File: src/rtl/sigmoid_unit_if.sv
// Sample/result bus for the sigmoid activation: valid-qualified
// pre-activation in, valid-qualified sigma(x) out.
interface sigmoid_unit_if #(
  parameter int DATA_WIDTH = 8
);
  logic                      in_valid;
  logic [DATA_WIDTH-1:0]     inp;
  logic                      out_valid;
  logic [2*DATA_WIDTH-1:0]   out;

  modport master (
    output in_valid,
    output inp,
    input  out_valid,
    input  out
  );

  modport slave (
    input  in_valid,
    input  inp,
    output out_valid,
    output out
  );
endinterface

File: src/rtl/sigmoid_unit.sv
// Four-segment piecewise-linear logistic sigmoid: Q.4 signed in, Q.8 out,
// shifts/adds only, one registered output stage.
module sigmoid_unit #(
  parameter int DATA_WIDTH = 8
) (
  input logic          clk,
  input logic          rst,
  sigmoid_unit_if.slave bus
);
  localparam int AW = DATA_WIDTH + 1;
  localparam int OW = 2 * DATA_WIDTH;

  logic [AW-1:0] inp_sx;
  logic [AW-1:0] a;
  logic [OW-1:0] a_ext;
  logic [OW-1:0] p;
  logic [OW-1:0] y;

  logic [OW-1:0] out_d, out_q;
  logic          out_valid_d, out_valid_q;

  // |x| in one extra bit so the most-negative input stays representable
  always_comb begin
    inp_sx = {bus.inp[DATA_WIDTH-1], bus.inp};
    a      = inp_sx;
    if (bus.inp[DATA_WIDTH-1]) begin
      a = ~inp_sx + AW'(1);
    end
    a_ext = OW'(a);
  end

  always_comb begin
    p = OW'(256);
    if (a_ext >= OW'(80)) begin
      p = OW'(256);
    end else if (a_ext >= OW'(38)) begin
      p = OW'(216) + (a_ext >> 1);
    end else if (a_ext >= OW'(16)) begin
      p = OW'(160) + (a_ext << 1);
    end else begin
      p = OW'(128) + (a_ext << 2);
    end

    y = p;
    if (bus.inp[DATA_WIDTH-1]) begin
      y = OW'(256) - p;
    end
  end

  always_comb begin
    out_d       = out_q;
    out_valid_d = bus.in_valid;
    if (bus.in_valid) begin
      out_d = y;
    end
  end

  always_ff @(posedge clk) begin
    if (rst) begin
      out_q       <= '0;
      out_valid_q <= 1'b0;
    end else begin
      out_q       <= out_d;
      out_valid_q <= out_valid_d;
    end
  end

  assign bus.out       = out_q;
  assign bus.out_valid = out_valid_q;
endmodule

File: src/flat_wrapper.sv
// flat-port wrapper written by rule: the top's interface ports become plain ports
module sigmoid_unit_flat 
#(
  parameter int DATA_WIDTH = 8
)
  (clk, rst, bus_in_valid, bus_inp, bus_out_valid, bus_out);
  sigmoid_unit_if #(.DATA_WIDTH(DATA_WIDTH)) bus_i ();
  input logic clk;
  input logic rst;
  input wire logic [$bits(bus_i.in_valid)-1:0] bus_in_valid;
  input wire logic [$bits(bus_i.inp)-1:0] bus_inp;
  output wire logic [$bits(bus_i.out_valid)-1:0] bus_out_valid;
  output wire logic [$bits(bus_i.out)-1:0] bus_out;
  assign bus_i.in_valid = bus_in_valid;
  assign bus_i.inp = bus_inp;
  assign bus_out_valid = bus_i.out_valid;
  assign bus_out = bus_i.out;
  sigmoid_unit #(.DATA_WIDTH(DATA_WIDTH)) u_core (.clk(clk), .rst(rst), .bus(bus_i));
endmodule
File: config.mk
export PLATFORM = sky130hd
export DESIGN_NAME = sigmoid_unit_flat
export DESIGN_NICKNAME = d
export VERILOG_FILES = /design/src/rtl/sigmoid_unit_if.sv /design/src/rtl/sigmoid_unit.sv /design/src/flat_wrapper.sv
export SDC_FILE = /design/constraint.sdc
export NUM_CORES = 1
export LEC_CHECK = 0
export BUFFER_PORTS_ARGS = -buffer_cell sky130_fd_sc_hd__buf_2
export CAP_MARGIN = 15
export CORE_ASPECT_RATIO = 1.75
export CORE_MARGIN = 3
export CORE_UTILIZATION = 40
export CTS_BUF_LIST = sky130_fd_sc_hd__clkbuf_2
export CTS_CLUSTER_DIAMETER = 150
export CTS_CLUSTER_SIZE = 28
export DETAILED_ROUTE_END_ITERATION = 7
export GPL_TIMING_DRIVEN = 0
export PLACE_DENSITY = 0.66
export REMOVE_ABC_BUFFERS = 1
export SYNTH_ARGS = -nofsm -noshare
export SYNTH_HDL_FRONTEND = slang
export SYNTH_SLANG_ARGS = --single-unit
File: constraint.sdc
create_clock -name clk -period 4.3 [get_ports clk]
set_input_delay 0.43 -clock clk [delete_from_list [all_inputs] [get_ports clk]]
set_output_delay 0.43 -clock clk [all_outputs]
set_load 0.005 [all_outputs]
# Word-level counts from Yosys, hierarchy flattened
# Cells that the tools add are included.
# word_totals
word_cells	16
latch_bits	0
regBits	17
mem_bits_ro	0
memories	0
output_inout_bits	17
mem_bits_rw	0
# classes
n_div	0
mul	0
n_addsub	5
order_cmp	3
reduce_logical	0
muxes	5
shifts	0
n_eq_ne	0
bitwise	1
# op_table
operator	count
2-to-1 mux 16 bit	4
subtractor 9 x 16 -> 16 bit, first input constant	1
adder 8 x 11 -> 12 bit, first input constant	1
adder 8 x 10 -> 11 bit, first input constant	1
adder 8 x 8 -> 9 bit, first input constant	1
adder 9 x 1 -> 9 bit, second input constant	1
>= comparator 9 x 5 -> 1 bit, second input constant	1
>= comparator 9 x 6 -> 1 bit, second input constant	1
>= comparator 9 x 7 -> 1 bit, second input constant	1
2-to-1 mux 9 bit	1
inverter 9 bit	1

# Longest topological paths before layout
# Gate-level depths: netlist (run 1).
# logic_depth
word_depth	9
ltp_mapped	18
depth_no_buf	17

# Worst setup path before layout (run 1)
# Ideal clock, no wire load.
# synth_timing
path_kind	in2reg
startpoint	input port bus_inp[0]
endpoint	register u_core.out_q[8] (netlist: u_core.bus.out[8])
arrival_time_ns	3.514
slack_ns	0.695
n_path_buf	1
path_stages	16
required_time_ns	4.209
path_cell_list	buf_4 > inv_1 > ha_1 > nor3b_2 > o211a_4 > inv_1 > ha_1 > nand2b_1 > nor3_1 > a21o_1 > nor3_4 > nand3_1 > a32oi_4 > nand3_4 > or3_1 > a311oi_1
# synth_between
elab_chain_len	9
elab_cells_between_ends	14
classes_between	add/sub: 5; order compare: 3; mux: 5; bitwise: 1
# synth_rtl
element	line	source
from (decl)	flat_wrapper.sv:11	input wire logic [$bits(bus_i.inp)-1:0] bus_inp;
inverter 9 bit	sigmoid_unit.sv:27	a = ~inp_sx + AW'(1);
adder 9 x 1 -> 9 bit	sigmoid_unit.sv:27	
2-to-1 mux 9 bit *	sigmoid_unit.sv:26	if (bus.inp[DATA_WIDTH-1]) begin
adder 8 x 11 -> 12 bit, or another cell as far along	sigmoid_unit.sv:41	p = OW'(128) + (a_ext << 2);
2-to-1 mux 16 bit	sigmoid_unit.sv:38	end else if (a_ext >= OW'(16)) begin
2-to-1 mux 16 bit	sigmoid_unit.sv:36	end else if (a_ext >= OW'(38)) begin
2-to-1 mux 16 bit *	sigmoid_unit.sv:34	if (a_ext >= OW'(80)) begin
subtractor 9 x 16 -> 16 bit	sigmoid_unit.sv:46	y = OW'(256) - p;
2-to-1 mux 16 bit *	sigmoid_unit.sv:45	if (bus.inp[DATA_WIDTH-1]) begin
to (signal assigned)	sigmoid_unit.sv:63	out_q <= out_d;
to (decl)	sigmoid_unit.sv:19	logic [OW-1:0] out_d, out_q;
# Every way passes the cells marked *; elsewhere a longest branch is shown, timed or not.
# A chain may end at the register's enable or synchronous reset.

# Worst setup path in the final report (run 1)
# Ends and elaborated chain as after synthesis.

==> flow_results.xml, run 1 <==
<?xml version="1.0" encoding="UTF-8"?>
<metrics>
  <group name="clock_tree">
    <metric name="clock_slew_at_reported_path_ffs" unit="ps">160</metric>
    <metric name="cts_max_path_buffers" unit="">2</metric>
    <metric name="cts_tree" unit="">built</metric>
    <metric name="cts.sink_count" unit="">17</metric>
    <metric name="post_cts_setup_inserts" unit="">0</metric>
    <metric name="clock-root-buffer" unit="">sky130_fd_sc_hd__clkbuf_2</metric>
    <metric name="cts.hold.buffers_added" unit="">0</metric>
    <metric name="number_of_buffers_created_by_cts" unit="">3</metric>
    <metric name="clock_latency" unit="ps">280</metric>
    <metric name="post_cts_resized" unit="">0</metric>
    <metric name="cts_htree_levels" unit="">1</metric>
  </group>
  <group name="sta">
    <metric name="tightest_slew" unit="ps">657.1</metric>
    <metric name="achievable-frequency" unit="GHz">0.2622</metric>
    <metric name="setup_repair_after_global_routing_missed_its_margin" unit="">no</metric>
    <metric name="post-route-min-period" unit="ps">3814</metric>
    <metric name="finalMaxSlewViolations" unit="">0</metric>
    <metric name="setup_slack" unit="ps">486.1</metric>
    <metric name="max_slew_margin" unit="">0.5599</metric>
    <metric name="timing.final.crit_share" unit="">0.8869</metric>
    <metric name="fin_skew" unit="ps">0</metric>
    <metric name="totalNegativeSetupSlack" unit="ps">0</metric>
    <metric name="finalHoldViolations" unit="">0</metric>
    <metric name="final-setup-viol-count" unit="">0</metric>
    <metric name="whs" unit="ps">474.4</metric>
  </group>
  <group name="placed_design">
    <metric name="gp_congestion" unit="">0.8507</metric>
    <metric name="place_area" unit="sq um">1700</metric>
    <metric name="dp_hpwl" unit="um">2749</metric>
    <metric name="detailedPlace.worstSlack" unit="ps">166.0</metric>
    <metric name="port_buffers" unit="">27</metric>
    <metric name="placedCellCount" unit="">241</metric>
  </group>
  <group name="power_and_ir_drop">
    <metric name="power.sequential.fraction" unit="">0.394</metric>
    <metric name="power.switching" unit="W">0.0001692</metric>
    <metric name="static-leakage-power" unit="nW">0.6703</metric>
    <metric name="peakVddDrop" unit="V">0.0001169</metric>
    <metric name="p_per_area" unit="nW/um^2">253.6</metric>
    <metric name="power_report.internal_total" unit="W">0.0002671</metric>
    <metric name="net_switching_fraction_of_the_power" unit="">0.3878</metric>
    <metric name="p_clk_frac" unit="">0.155</metric>
    <metric name="combinationalPowerShare" unit="">0.450</metric>
  </group>
  <group name="floorplan">
    <metric name="effective_utilization_at_floorplan" unit="">0.4212</metric>
    <metric name="die_x" unit="um">53.19</metric>
    <metric name="num_io_pins" unit="">28</metric>
    <metric name="rows" unit="">29</metric>
    <metric name="die-height" unit="um">88.59</metric>
    <metric name="fp.coreArea" unit="sq um">3701</metric>
    <metric name="dieArea" unit="sq um">4712</metric>
  </group>
  <group name="logic_synthesis">
    <metric name="synth_largest_type_area_fraction" unit="">0.2183</metric>
    <metric name="yosysWarnings" unit="">0</metric>
    <metric name="ys_top_cells_by_area" unit="">sky130_fd_sc_hd__dfxtp_1 (22%), sky130_fd_sc_hd__nand2b_1 (4.0%), sky130_fd_sc_hd__a21oi_1 (3.9%)</metric>
    <metric name="postSynthCellCount" unit="">177</metric>
    <metric name="synth_edf_count" unit="">0</metric>
    <metric name="post_synth_num_cell_types" unit="">61</metric>
    <metric name="yosys_register_bits" unit="">17</metric>
    <metric name="synth_most_common_cell" unit="">sky130_fd_sc_hd__dfxtp_1</metric>
    <metric name="synth_area" unit="sq um">1559</metric>
    <metric name="synth_async_sr_flop_share" unit="">0</metric>
    <metric name="seq_total_area_yosys" unit="">0.2183</metric>
    <metric name="yosys.area.top_type" unit="">sky130_fd_sc_hd__dfxtp_1</metric>
    <metric name="synth-main-ff-cell" unit="">sky130_fd_sc_hd__dfxtp_1</metric>
    <metric name="avgSynthCellArea" unit="sq um">8.808</metric>
    <metric name="synth_commonest_cells" unit="">sky130_fd_sc_hd__dfxtp_1 (17), sky130_fd_sc_hd__a21oi_1 (12), sky130_fd_sc_hd__nor2_1 (12)</metric>
  </group>
  <group name="worst_setup_path">
    <metric name="reg2reg_depth" unit="">3</metric>
    <metric name="critPathRequiredTime" unit="ps">4510</metric>
    <metric name="cp.arrival" unit="ps">4020</metric>
    <metric name="worst_setup_path_end_kind" unit="">register</metric>
    <metric name="rr_endpoint" unit="">u_core.bus.out[7]</metric>
    <metric name="reg2reg_slack" unit="ps">3540</metric>
    <metric name="critical_path_fanout_max" unit="">9</metric>
    <metric name="critical_path_class" unit="">in2reg</metric>
    <metric name="timing.critical_path.from_type" unit="">input pin</metric>
    <metric name="crit_path_start" unit="">bus_inp[0]</metric>
    <metric name="regToRegStartpoint" unit="">u_core.bus.out[7]</metric>
  </group>
  <group name="finish">
    <metric name="fin_nets" unit="">215</metric>
    <metric name="antenna-diode-count" unit="">0</metric>
    <metric name="postLayoutCellArea" unit="sq um">1720</metric>
    <metric name="flow.area_growth_from_synthesis" unit="%">10.35</metric>
    <metric name="layout-drive-gt1-share" unit="">0.2864</metric>
    <metric name="final_cell_count_no_fill" unit="">245</metric>
    <metric name="number_of_fill_cells_in_the_layout" unit="">383</metric>
  </group>
  <group name="hold_path">
    <metric name="startpoint_of_the_worst_hold_path" unit="">u_core.bus.out[15]</metric>
    <metric name="holdPathEnd" unit="">u_core.bus.out[15]</metric>
    <metric name="hold-path-cell-count" unit="">1</metric>
    <metric name="hold_class" unit="">reg2reg</metric>
  </group>
  <group name="detailed_routing">
    <metric name="post-route-drc-count" unit="">0</metric>
    <metric name="detail_route.iter0.violations" unit="">34</metric>
    <metric name="route.antenna.remaining_nets" unit="">0</metric>
    <metric name="drt_first_pass_iters" unit="">4</metric>
    <metric name="drt-vias-per-instance" unit="">5.816</metric>
    <metric name="route.vias.total" unit="">1425</metric>
    <metric name="wire_per_inst" unit="um">13.80</metric>
    <metric name="drt_wl_total" unit="um">3381</metric>
  </group>
  <group name="global_route">
    <metric name="grt.total_usage" unit="">0.1579</metric>
    <metric name="number_of_antenna_violations_at_the_first_check_in_global_routing" unit="">0</metric>
    <metric name="pin_count_of_the_biggest_net_entering_global_routing" unit="">25</metric>
    <metric name="globalRouteOverflowTotal" unit="">0</metric>
    <metric name="wire_length_of_the_first_global_routing_pass" unit="um">5809</metric>
    <metric name="grt_pass1_vias" unit="">1326</metric>
  </group>
  <group name="run_status">
    <metric name="run_status" unit="">completed</metric>
  </group>
  <group name="job">
    <metric name="drv.max_cap_violation_count" unit="">0</metric>
  </group>
</metrics>
metrics by stage:
step                power (W)  utilization
finish              0.0004364       0.4648
global placement    0.0003719       0.4594
global route        0.0004670       0.4648
CTS                 0.0004407       0.4648
floorplan           0.0003170            -
detailed placement  0.0003728       0.4594
cells by family after synthesis:
kind of cell    synth area share
simple gates              0.2528
mux                      0.03531
fa+ha+maj                0.03210
flops                     0.2183
compound gates            0.3515
buf+inv                  0.04975
xor+xnor                 0.06019
power by group through the flow:
stage                     registers (W)  clock network, W  logic, W
after floorplan                0.000177                 0  0.000140
after global placement         0.000175                 0  0.000197
after detailed placement       0.000176                 0  0.000197
after CTS                      0.000172         0.0000705  0.000198
after global routing           0.000174         0.0000748  0.000219
final                          0.000172         0.0000677  0.000197
metal layers:
layer	wire, um	global-route usage
met5	0	0
met4	86	0.06512
met3	142	0.005059
met2	1868	0.3100
met1	1283	0.1675
worst max-delay path by stage:
stage	cells after the start	to	slack, ps
finish	16	u_core.bus.out[8]	490
global route	16	u_core.bus.out[8]	230
CTS	16	u_core.bus.out[8]	480
detailed placement	16	u_core.bus.out[8]	170
global placement	16	u_core.bus.out[8]	170
floorplan	15	u_core.bus.out[8]	850
cells in the final DEF (no fill, tap or decap), types with 3 or more instances in the layout:
| cell type | instances |
|---|---|
| sky130_fd_sc_hd__buf_2 | 27 |
| sky130_fd_sc_hd__dfxtp_1 | 17 |
| sky130_fd_sc_hd__a21oi_1 | 12 |
| sky130_fd_sc_hd__nor2_1 | 12 |
| sky130_fd_sc_hd__nand2b_1 | 10 |
| sky130_fd_sc_hd__nand2_1 | 7 |
| sky130_fd_sc_hd__inv_1 | 6 |
| sky130_fd_sc_hd__nand3_1 | 6 |
| sky130_fd_sc_hd__nor3_1 | 5 |
| sky130_fd_sc_hd__o21ai_0 | 5 |
| sky130_fd_sc_hd__a31oi_1 | 5 |
| sky130_fd_sc_hd__mux2i_1 | 4 |
| sky130_fd_sc_hd__xnor2_1 | 4 |
| sky130_fd_sc_hd__a21o_1 | 4 |
| sky130_fd_sc_hd__and2_1 | 4 |
| sky130_fd_sc_hd__ha_1 | 4 |
| sky130_fd_sc_hd__o21ai_2 | 3 |
| sky130_fd_sc_hd__o21a_1 | 3 |
| sky130_fd_sc_hd__xor2_1 | 3 |
| sky130_fd_sc_hd__o31ai_1 | 3 |
| sky130_fd_sc_hd__o211ai_1 | 3 |
| sky130_fd_sc_hd__nand4_1 | 3 |
| sky130_fd_sc_hd__a211oi_1 | 3 |
| sky130_fd_sc_hd__clkbuf_2 | 3 |
critical path, cell delays in order:
cell and delay, ps:
sky130_fd_sc_hd__buf_2 160, sky130_fd_sc_hd__inv_1 150, sky130_fd_sc_hd__ha_1 290, sky130_fd_sc_hd__nor3b_2 220, sky130_fd_sc_hd__o211a_4 220, sky130_fd_sc_hd__inv_1 160, sky130_fd_sc_hd__ha_1 260, sky130_fd_sc_hd__nand2b_1 150
sky130_fd_sc_hd__nor3_1 80, sky130_fd_sc_hd__a21o_1 240, sky130_fd_sc_hd__nor3_4 330, sky130_fd_sc_hd__nand3_1 180, sky130_fd_sc_hd__a32oi_4 390, sky130_fd_sc_hd__nand3_4 150, sky130_fd_sc_hd__or3_1 360, sky130_fd_sc_hd__a311oi_1 240
registers in the layout (all words and copies together) (netlist names):
register	count
u_core.bus.out	16
u_core.bus.out_valid	1
layout make-up:
class | instances | area [sq um] | share of cell area
multi-input combinational | 144 | 1141 | 0.6633
sequential | 17 | 340.3 | 0.1978
timing repair buffer | 27 | 135.1 | 0.07855
tap | 46 | 57.56 | 0.03345
inverter | 7 | 26.28 | 0.01527
clock buffer | 3 | 15.01 | 0.008727
clock inverter | 1 | 5.005 | 0.002909
(Power assumes the default switching activity.)
==> run 2: changes to the inputs <==
PLACE_DENSITY = not set   (was 0.66)
==> flow_results.xml, run 2 (same netlist as run 1, synthesis figures left out) <==
<?xml version="1.0" encoding="UTF-8"?>
<metrics>
  <group name="detailed_routing">
    <metric name="route.antenna.remaining_nets" unit="">0</metric>
    <metric name="drt_wl_total" unit="um">3836</metric>
    <metric name="drt-vias-per-instance" unit="">5.931</metric>
    <metric name="detail_route.iter0.violations" unit="">31</metric>
    <metric name="drt_first_pass_iters" unit="">4</metric>
    <metric name="route.vias.total" unit="">1453</metric>
    <metric name="wire_per_inst" unit="um">15.66</metric>
    <metric name="post-route-drc-count" unit="">0</metric>
  </group>
  <group name="finish">
    <metric name="largest_register_ffs" unit="">16</metric>
    <metric name="layout.cells.most_common" unit="">sky130_fd_sc_hd__buf_2</metric>
    <metric name="flow.area_growth_from_synthesis" unit="%">10.35</metric>
    <metric name="most-common-layout-cells" unit="">sky130_fd_sc_hd__buf_2 (27), sky130_fd_sc_hd__dfxtp_1 (17), sky130_fd_sc_hd__a21oi_1 (12), sky130_fd_sc_hd__nor2_1 (12), sky130_fd_sc_hd__nand2b_1 (10)</metric>
    <metric name="fin_nets" unit="">215</metric>
    <metric name="layout-drive-gt1-share" unit="">0.2864</metric>
    <metric name="antenna-diode-count" unit="">0</metric>
    <metric name="number_of_fill_cells_in_the_layout" unit="">384</metric>
  </group>
  <group name="floorplan">
    <metric name="die_x" unit="um">53.19</metric>
    <metric name="fp.coreArea" unit="sq um">3701</metric>
    <metric name="effective_utilization_at_floorplan" unit="">0.4212</metric>
    <metric name="dieArea" unit="sq um">4712</metric>
    <metric name="die-height" unit="um">88.59</metric>
    <metric name="num_io_pins" unit="">28</metric>
    <metric name="rows" unit="">29</metric>
  </group>
  <group name="global_route">
    <metric name="grt_pass1_vias" unit="">1407</metric>
    <metric name="wire_length_of_the_first_global_routing_pass" unit="um">6134</metric>
    <metric name="grt.total_usage" unit="">0.1716</metric>
    <metric name="pin_count_of_the_biggest_net_entering_global_routing" unit="">25</metric>
    <metric name="number_of_antenna_violations_at_the_first_check_in_global_routing" unit="">0</metric>
    <metric name="globalRouteOverflowTotal" unit="">0</metric>
  </group>
  <group name="clock_tree">
    <metric name="clock_slew_at_reported_path_ffs" unit="ps">150</metric>
    <metric name="number_of_buffers_created_by_cts" unit="">3</metric>
    <metric name="cts.hold.buffers_added" unit="">0</metric>
    <metric name="cts_htree_levels" unit="">1</metric>
    <metric name="clock-root-buffer" unit="">sky130_fd_sc_hd__clkbuf_2</metric>
    <metric name="post_cts_setup_inserts" unit="">0</metric>
    <metric name="cts_max_path_buffers" unit="">2</metric>
    <metric name="cts.sink_count" unit="">17</metric>
    <metric name="post_cts_resized" unit="">0</metric>
    <metric name="cts_tree" unit="">built</metric>
    <metric name="clock_latency" unit="ps">280</metric>
  </group>
  <group name="worst_setup_path">
    <metric name="critPathRequiredTime" unit="ps">4500</metric>
    <metric name="crit_path_start" unit="">bus_inp[0]</metric>
    <metric name="critical_path_fanout_max" unit="">9</metric>
    <metric name="worst_setup_path_end_kind" unit="">register</metric>
    <metric name="reg2reg_depth" unit="">3</metric>
    <metric name="critical_path_class" unit="">in2reg</metric>
    <metric name="timing.critical_path.from_type" unit="">input pin</metric>
    <metric name="regToRegStartpoint" unit="">u_core.bus.out[7]</metric>
    <metric name="cp.arrival" unit="ps">4110</metric>
  </group>
  <group name="hold_path">
    <metric name="hold-path-cell-count" unit="">1</metric>
    <metric name="hold_class" unit="">reg2reg</metric>
    <metric name="startpoint_of_the_worst_hold_path" unit="">u_core.bus.out[11]</metric>
  </group>
  <group name="placed_design">
    <metric name="gp_congestion" unit="">0.8766</metric>
    <metric name="port_buffers" unit="">27</metric>
    <metric name="detailedPlace.worstSlack" unit="ps">82.11</metric>
    <metric name="dp_hpwl" unit="um">3111</metric>
  </group>
  <group name="power_and_ir_drop">
    <metric name="static-leakage-power" unit="nW">0.6705</metric>
    <metric name="fin_total_pwr" unit="W">0.0004436</metric>
    <metric name="peakVddDrop" unit="V">0.0001088</metric>
    <metric name="p_per_area" unit="nW/um^2">257.9</metric>
  </group>
  <group name="run_status">
    <metric name="run_status" unit="">completed</metric>
  </group>
  <group name="job">
    <metric name="drv.max_cap_violation_count" unit="">0</metric>
  </group>
  <group name="sta">
    <metric name="achievable-frequency" unit="GHz">0.2563</metric>
    <metric name="final-setup-viol-count" unit="">0</metric>
    <metric name="whs" unit="ps">473.2</metric>
    <metric name="totalNegativeSetupSlack" unit="ps">0</metric>
    <metric name="fin_skew" unit="ps">0</metric>
    <metric name="tightest_slew" unit="ps">635.0</metric>
    <metric name="finalHoldViolations" unit="">0</metric>
    <metric name="timing.final.crit_share" unit="">0.9072</metric>
    <metric name="post-route-min-period" unit="ps">3901</metric>
    <metric name="finalMaxSlewViolations" unit="">0</metric>
    <metric name="setup_repair_after_global_routing_missed_its_margin" unit="">no</metric>
    <metric name="max_slew_margin" unit="">0.5747</metric>
    <metric name="setup_slack" unit="ps">398.8</metric>
  </group>
</metrics>
[run 2: cell count changes in the layout (fill, tap and decap cells not counted), sizes merged]
cell and change:
clkinv -1, clkbuf +1
[run 2: report_power, final]
group / switching, W / internal, W
Clock: 0.0000461 / 0.0000247
Combinational: 0.000123 / 0.0000785
Sequential: 0.00000421 / 0.000168
[run 2: metrics by stage]
step	util	instances	area (sq um)
2_1_floorplan	-	168	1508
3_3_place_gp	0.4594	241	1700
3_5_place_dp	0.4594	241	1700
4_1_cts	0.4648	245	1720
5_1_grt	0.4648	245	1720
6_report	0.4648	245	1720
[run 2: worst paths after layout]
kind         slack [ps]                 end
min                 470  u_core.bus.out[11]
max reg2reg        3540   u_core.bus.out[7]
min reg2reg         470  u_core.bus.out[11]
max                 400   u_core.bus.out[8]
[run 2: critical path: stages]
cell,delay (ps)
sky130_fd_sc_hd__buf_2,160
sky130_fd_sc_hd__inv_1,150
sky130_fd_sc_hd__ha_1,290
sky130_fd_sc_hd__nor3b_2,230
sky130_fd_sc_hd__o211a_4,230
sky130_fd_sc_hd__inv_1,170
sky130_fd_sc_hd__ha_1,280
sky130_fd_sc_hd__nand2b_1,150
sky130_fd_sc_hd__nor3_1,80
sky130_fd_sc_hd__a21o_1,240
sky130_fd_sc_hd__nor3_4,330
sky130_fd_sc_hd__nand3_1,190
sky130_fd_sc_hd__a32oi_4,390
sky130_fd_sc_hd__nand3_4,150
sky130_fd_sc_hd__or3_1,360
sky130_fd_sc_hd__a311oi_1,240
[run 2: per-layer routing]
layer,track usage,part of all wire
met1,0.1629,0.37
met5,0,0
met3,0.006745,0.038
met4,0.1047,0.038
met2,0.3405,0.56
[run 2: final cells by class]
type,count,area (sq um),area share
Timing Repair Buffer,27,135.1,0.07855
Clock buffer,4,20.02,0.01164
Multi-Input combinational cell,144,1141,0.6633
Sequential cell,17,340.3,0.1978
Inverter,7,26.28,0.01527
Tap cell,46,57.56,0.03345
